==> config.mk <==
export PLATFORM = sky130hd
export DESIGN_NAME = pipe_stage_reg
export DESIGN_NICKNAME = d
export VERILOG_FILES = /design/src/rtl/pipe_pkg.sv /design/src/rtl/pipe_slot.sv /design/src/rtl/pipe_stage_reg.sv
export SDC_FILE = /design/constraint.sdc
export NUM_CORES = 1
export LEC_CHECK = 0
export CAP_MARGIN = 15
export CORE_ASPECT_RATIO = 2
export CORE_MARGIN = 3
export CORE_UTILIZATION = 40
export CTS_CLUSTER_SIZE = 12
export DETAILED_ROUTE_END_ITERATION = 6
export GPL_TIMING_DRIVEN = 0
export PLACE_DENSITY = 0.67
export SETUP_SLACK_MARGIN = 0.1
export SLEW_MARGIN = 20
export SYNTH_ARGS = -nofsm -noshare
export SYNTH_HDL_FRONTEND = slang
export SYNTH_SLANG_ARGS = --single-unit
==> constraint.sdc <==
create_clock -name clk -period 1.7 [get_ports clk]
set_clock_uncertainty 0.05 [all_clocks]
set_input_delay 0.17 -clock clk [delete_from_list [all_inputs] [get_ports clk]]
set_output_delay 0.17 -clock clk [all_outputs]
set_load 0.01 [all_outputs]
==> src/rtl/pipe_pkg.sv <==
// Shared constants for the inter-stage pipeline registers.
package pipe_pkg;

  localparam int unsigned PIPE_OCC_W = 2;
  localparam logic [15:0] PIPE_NOP16 = 16'h0000;

  // Concatenated payload widths of each stage boundary.
  localparam int unsigned IF_ID_W  = 64;
  localparam int unsigned ID_EX_W  = 128;
  localparam int unsigned EX_MEM_W = 96;
  localparam int unsigned MEM_WB_W = 72;

  function automatic logic [PIPE_OCC_W-1:0] occCount(input logic mValid, input logic sValid);
    return PIPE_OCC_W'(mValid) + PIPE_OCC_W'(sValid);
  endfunction

endpackage

==> src/rtl/pipe_slot.sv <==
// One pipeline entry: valid bit plus payload; clear wins over load and refills with NOP.
module pipe_slot #(
  parameter int unsigned     WIDTH = 16,
  parameter logic [WIDTH-1:0] NOP  = {WIDTH{1'b0}}
) (
  input  logic             clk,
  input  logic             reset,
  input  logic             load,
  input  logic             clear,
  input  logic [WIDTH-1:0] dIn,
  output logic             valid,
  output logic [WIDTH-1:0] data
);

  always_ff @(posedge clk or posedge reset) begin
    if (reset) begin
      valid <= 1'b0;
      data  <= NOP;
    end else if (clear) begin
      valid <= 1'b0;
      data  <= NOP;
    end else if (load) begin
      valid <= 1'b1;
      data  <= dIn;
    end
  end

endmodule

==> src/rtl/pipe_stage_reg.sv <==
// Valid/ready pipeline stage register with optional two-entry skid buffer and flush.
module pipe_stage_reg
  import pipe_pkg::*;
#(
  parameter int unsigned      WIDTH = 16,
  parameter logic [WIDTH-1:0] NOP   = {WIDTH{1'b0}},
  parameter bit               SKID  = 1'b1
) (
  input  logic                  clk,
  input  logic                  reset,
  input  logic                  in_valid,
  output logic                  in_ready,
  input  logic [WIDTH-1:0]      in_data,
  output logic                  out_valid,
  input  logic                  out_ready,
  output logic [WIDTH-1:0]      out_data,
  input  logic                  flush,
  output logic [PIPE_OCC_W-1:0] occupancy
);

  logic             mValid;
  logic             sValid;
  logic [WIDTH-1:0] mData;
  logic             accept;
  logic             fire;

  assign accept    = in_valid & in_ready;
  assign fire      = mValid & out_ready;
  assign out_valid = mValid;
  assign out_data  = mData;
  assign occupancy = occCount(mValid, sValid);

  generate
    if (SKID) begin : gSkid
      logic             mLoad;
      logic             mClear;
      logic             mFromS;
      logic             sLoad;
      logic             sClear;
      logic [WIDTH-1:0] sData;
      logic [WIDTH-1:0] mNext;

      // S only fills while M is stalled, so in_ready never depends on out_ready.
      always_comb begin
        mLoad  = 1'b0;
        mClear = 1'b0;
        mFromS = 1'b0;
        sLoad  = 1'b0;
        sClear = 1'b0;
        if (flush) begin
          mClear = 1'b1;
          sClear = 1'b1;
        end else if (!mValid) begin
          mLoad = accept;
        end else if (fire) begin
          if (sValid) begin
            mLoad  = 1'b1;
            mFromS = 1'b1;
            sClear = 1'b1;
          end else if (accept) begin
            mLoad = 1'b1;
          end else begin
            mClear = 1'b1;
          end
        end else begin
          sLoad = accept;
        end
      end

      assign mNext    = mFromS ? sData : in_data;
      assign in_ready = !sValid;

      pipe_slot #(.WIDTH(WIDTH), .NOP(NOP)) uMain (
        .clk(clk), .reset(reset), .load(mLoad), .clear(mClear),
        .dIn(mNext), .valid(mValid), .data(mData)
      );

      pipe_slot #(.WIDTH(WIDTH), .NOP(NOP)) uSkid (
        .clk(clk), .reset(reset), .load(sLoad), .clear(sClear),
        .dIn(in_data), .valid(sValid), .data(sData)
      );
    end else begin : gSingle
      logic mLoad;
      logic mClear;

      always_comb begin
        mLoad  = 1'b0;
        mClear = 1'b0;
        if (flush) begin
          mClear = 1'b1;
        end else if (accept) begin
          mLoad = 1'b1;
        end else if (fire) begin
          mClear = 1'b1;
        end
      end

      assign sValid   = 1'b0;
      assign in_ready = !mValid | out_ready;

      pipe_slot #(.WIDTH(WIDTH), .NOP(NOP)) uMain (
        .clk(clk), .reset(reset), .load(mLoad), .clear(mClear),
        .dIn(in_data), .valid(mValid), .data(mData)
      );
    end
  endgenerate

endmodule
### Word level (Yosys, flattened, before mapping)

Index checks and enable logic that the tools add are counted.

| word-level totals | value |
|---|---|
| register bits after elaboration | 34 |
| word-level logic and storage cells | 37 |

| cells by class | value |
|---|---|
| $add $sub $neg | 1 |
| multiplexer cells | 27 |
| bitwise operators | 2 |
| reductions and logical operators | 3 |

Operators with widths:

| cell | count |
|---|---|
| 2-to-1 mux 16 bit | 5 |
| 2-to-1 mux 1 bit | 22 |
| nonzero test 2 bit | 2 |
| adder 1 x 1 -> 2 bit | 1 |
| bitwise AND 1 bit | 2 |
| logical NOT 1 bit | 1 |

### Logic depth before layout (Yosys ltp)

| depth | value |
|---|---|
| depth in word-level cells | 9 |
| mapped depth | 6 |
| gate-level depth less buffers | 3 |

### Cells and area by module

From an unflattened synthesis, not the netlist that was laid out.

| second synthesis, totals | value |
|---|---|
| cell total of the unflattened synthesis | 140 |
| area total of the unflattened synthesis | 1715.4 um^2 |

By module, submodules not included:

| module | instances | cells each | area an instance (um^2) |
|---|---|---|---|
| pipe_slot | 2 | 56 | 698.2 |
| pipe_stage_reg | 1 | 28 | 319.1 |

### Worst setup path after synthesis

No wires, ideal clock.

| timing | value |
|---|---|
| path kind | reg2reg |
| start | register gSkid.uMain.valid |
| end | register gSkid.uMain.data[0] |
| arrival time | 1.435 ns |
| data required time | 1.554 ns |
| setup slack | 0.120 ns |
| stages on the path, launching flop included | 6 |
| cells stage by stage | dfrtp_1 > buf_2 > nand2_1 > a221o_2 > buf_6 > o32ai_2 |

| between the ends | value |
|---|---|
| longest elaborated chain between the ends | 7 |
| elaborated cells between the ends (all ways) | 14 |
| those cells by class | mux (12); bitwise (1); reduce/logical (1) |

Ends and longest elaborated chain:

| element | RTL line | RTL |
|---|---|---|
| from (decl) | pipe_slot.sv:11 | `output logic valid,` |
| from (signal assigned) | pipe_slot.sv:17 | `valid <= 1'b0;` |
| from (signal assigned) | pipe_slot.sv:20 | `valid <= 1'b0;` |
| from (signal assigned) | pipe_slot.sv:23 | `valid <= 1'b1;` |
| bitwise AND 1 bit | pipe_stage_reg.sv:28 | `assign fire = mValid & out_ready;` |
| 2-to-1 mux 1 bit | pipe_stage_reg.sv:55 | `end else if (fire) begin` |
| 2-to-1 mux 1 bit | pipe_stage_reg.sv:53 | `end else if (!mValid) begin` |
| 2-to-1 mux 1 bit | pipe_stage_reg.sv:50 | `if (flush) begin` |
| 2-to-1 mux 16 bit | pipe_stage_reg.sv:70 | `assign mNext = mFromS ? sData : in_data;` |
| 2-to-1 mux 16 bit | pipe_slot.sv:22 | `end else if (load) begin` |
| 2-to-1 mux 16 bit | pipe_slot.sv:19 | `end else if (clear) begin` |
| to (signal assigned) | pipe_slot.sv:24 | `data <= dIn;` |
| to (decl) | pipe_slot.sv:12 | `output logic [WIDTH-1:0] data` |

Several ways; a longest one is shown, not always the timed one. The select of a mux whose other input is x is not followed.
A chain may end at the register's enable or synchronous reset.

### Final worst setup path

| timing | value |
|---|---|
| start | register gSkid.uSkid.valid |
| end | register gSkid.uMain.data[5] |

| between the ends | value |
|---|---|
| longest elaborated chain between the ends | 8 |
| elaborated cells between the ends (all ways) | 20 |
| those cells by class | mux (17); bitwise (1); reduce/logical (2) |

Ends and longest elaborated chain:

| element | RTL line | RTL |
|---|---|---|
| from (decl) | pipe_slot.sv:11 |  |
| from (signal assigned) | pipe_slot.sv:17 |  |
| from (signal assigned) | pipe_slot.sv:20 |  |
| from (signal assigned) | pipe_slot.sv:23 |  |
| logical NOT 1 bit | pipe_stage_reg.sv:71 | `assign in_ready = !sValid;` |
| bitwise AND 1 bit | pipe_stage_reg.sv:27 | `assign accept = in_valid & in_ready;` |
| 2-to-1 mux 1 bit | pipe_stage_reg.sv:60 | `end else if (accept) begin` |
| 2-to-1 mux 1 bit | pipe_stage_reg.sv:56 | `if (sValid) begin` |
| 2-to-1 mux 1 bit | pipe_stage_reg.sv:55 |  |
| 2-to-1 mux 1 bit | pipe_stage_reg.sv:53 |  |
| 2-to-1 mux 1 bit | pipe_stage_reg.sv:50 |  |
| 2-to-1 mux 16 bit / nonzero test 2 bit (equally long branches) | -- |  |

Several ways; a longest one is shown, not always the timed one. The select of a mux whose other input is x is not followed.

==> metrics.cfg <==
[status]
status = finished, final reports clean

[run]
drv_cap = 0

[power]
power_density_nw_per_um2 = 771
worst_ir_drop_vdd_uv = 682
p_leak_uw = 0.00105

[global_routing]
grt_pass1_wl_um = 7000
grt_pass1_vias = 1450
grt_max_degree = 35
track_usage_pct = 18.6
antenna_found_initial = 0
grt_overflow = 0

[sta]
post-route-min-period_ns = 1.68
whs_ns = 0.272
fmax_ghz = 0.594
finalWorstSetupSlack_ns = 0.0152
final_max_slew_viol_count = 0
slew_headroom_pct = 51.2
hold_viol_final = 0
finalCritPeriodShare_pct = 99.1
rsz0062_at_grt = true
setup_viol = 0
tightest_slew_ns = 0.731

[final_layout]
layout-drive-gt1-share_pct = 29.1
seqCellArea_sq_um = 851
nNetsFinal = 224
diodes = 0
stdcell_count = 254
syn_to_final_growth_pct = 53.5
multi_input_area_sq_um = 806
fin_area_sq_um = 2510
num-fill-cells = 309

[clock_network]
clock-sinks = 34
worstSkewPairLatency_ns = 0.29
cts_buffer_depth = 2
cts_tree = built
cts_max_level = 2
cts_root_buffer = clkbuf_8
cts_buffers = 5
clk_pin_slew_worst_paths_ns = 0.07

[die]
rows = 32
die_x_um = 51.2
start_util_pct = 42.1
core-area_sq_um = 3880
ios = 41
dieArea_sq_um = 4940
die_h_um = 96.4

[synth]
synth-edff-count = 0
avgSynthCellArea_sq_um = 11.2
async_flop_share_pct = 100
synthCells = 146
synthTopCellsByArea = dfrtp_1 52%, o32ai_2 9.9%, a32o_1 9.8%
syn_area_sq_um = 1640
yosysMostFrequentCell = dfrtp_1
synth_top_area_share_pct = 52.0
yosysSeqAreaShare_pct = 52.0
synth-seq-cells = 34
synth_ff_type = dfrtp_1
synth.distinct_cells = 25
synth_common_cells = 34 x dfrtp_1, 20 x inv_1, 16 x a32o_1, 16 x nor2_1, 16 x nor3_1
synth_top_cell_by_area = dfrtp_1
synth_warnings = 0
syn-num-nets = 168

[worst_setup_path]
end_kind = flop
cp_top_family = compound AO/OA/AOI/OAI gates
path_class = reg2reg
critPathMaxStageDelay_ns = 0.44
slowest_stage = a221o_2
required_ns = 1.85
worst_ep_arrival_time_ns = 1.83
cp-start-kind = flop
crit_chain = buf_6, nand2b_4, a221o_2, clkbuf_16, o32ai_2
crit_buf_inv = 2
worst-path-max-fanout = 8

[routing]
vias_per_cell = 5.61
ant_nets = 0
vias = 1424
post_drt_wl_per_cell_um = 17.7
drt_iter0_drc = 27
drc = 0
wl_um = 4500
first_pass_iters = 4

[place]
post-dp-hpwl_um = 2940
pre_cts_ws_ns = -0.374
placed_cells = 237
io_buffers = 40
postPlaceCellArea_sq_um = 2100
gp_congestion = 0.776

[min_path]
holdCritPathClass = in2async

## registers in the layout, summed over array words and instances (netlist names)
signal / count
gSkid.uMain.valid: 1
gSkid.uSkid.data: 16
gSkid.uMain.data: 16
gSkid.uSkid.valid: 1
## final timing paths
kind / slack, ns / to / cells after the start / from
setup / recovery: 0.02 / gSkid.uMain.data[5] / 5 / gSkid.uSkid.valid
hold / removal: 0.27 / gSkid.uSkid.data[0] / 2 / reset
setup reg to reg: 0.02 / gSkid.uMain.data[5] / 5 / gSkid.uSkid.valid
hold reg to reg: 0.47 / gSkid.uMain.data[14] / 2 / gSkid.uMain.data[14]
max in group asynchronous: 0.86 / gSkid.uSkid.data[5] / 2 / reset
min in group clk: 0.43 / gSkid.uMain.valid / 4 / out_ready
## per-stage QoR
step	utilization [%]	power (uW)	TNS (ns)
final	64.6	1940	0
after global routing	64.6	2000	-0.0635
after global placement	54.1	1200	-6.77
after floorplan	-	1050	0
after CTS	58.7	1870	-0.00545
after detailed placement	54.1	1210	-7.58
## what timing repair did
| action | in CTS | in global routing |
|---|---|---|
| pin swaps | 7 | 24 |
| buffers inserted | 1 | 7 |
| gates resized for setup | 14 | 33 |
| cloned | 0 | 1 |
| hold buffers | 0 | 0 |
| endpoints found under the setup margin | 28 | 30 |
## placed cells by master, fill, tap and decap left out, types with 2 or more instances in the layout
cell type and count:
nor3_1 15, a21oi_1 3, clkdlybuf4s50_1 36, nor2_1 13, buf_6 5, dlymetal6s2s_1 2
o32ai_4 7, inv_1 19, dlygate4sd2_1 2, clkbuf_8 6, buf_4 6, nor2_2 3
dfrtp_1 34, a32o_1 15, buf_12 2, clkbuf_2 3, clkbuf_4 2, o32ai_2 9
## kinds of logic (layout without fill, tap and decap cells)
kind of cell / count (synthesis) / after routing / share of synthesized area (%)
flops: 34 / 34 / 52.0
buf+inv: 32 / 89 / 9.18
compound gates: 39 / 39 / 25.5
simple gates: 40 / 40 / 12.5
fa+ha+maj: 1 / 1 / 0.765
## worst register-to-register path: cells and delay by family (launching register included)
kind,cells,cell delay [ns]
simple gates,1,0.14
compound gates,2,0.67
flops,1,0.39
buf+inv,2,0.34
## report_power, final
| part | switching (uW) | internal, uW | total, uW |
|---|---|---|---|
| clock | 312 | 326 | 637 |
| combinational | 200 | 227 | 426 |
| sequential | 22.8 | 848 | 871 |
| total | 534 | 1400 | 1940 |
## cell type report
type | count | share of cell area (%)
Clock buffer | 6 | 3.29
Clock inverter | 2 | 0.499
Timing Repair Buffer | 49 | 20.1
Inverter | 20 | 2.99
Tap cell | 51 | 2.54
Buffer | 12 | 4.59
Sequential cell | 34 | 33.9
Multi-Input combinational cell | 80 | 32.1
## per-layer routing
metal / global-route usage, % / share of wire (%) / routed length, um
met5: 0 / 0 / 0
met4: 7.88 / 1.8 / 80
met3: 2.61 / 4.0 / 181
met2: 34.2 / 57 / 2570
met1: 21.0 / 37 / 1670
No activity file was read; power rests on OpenSTA's default activity.
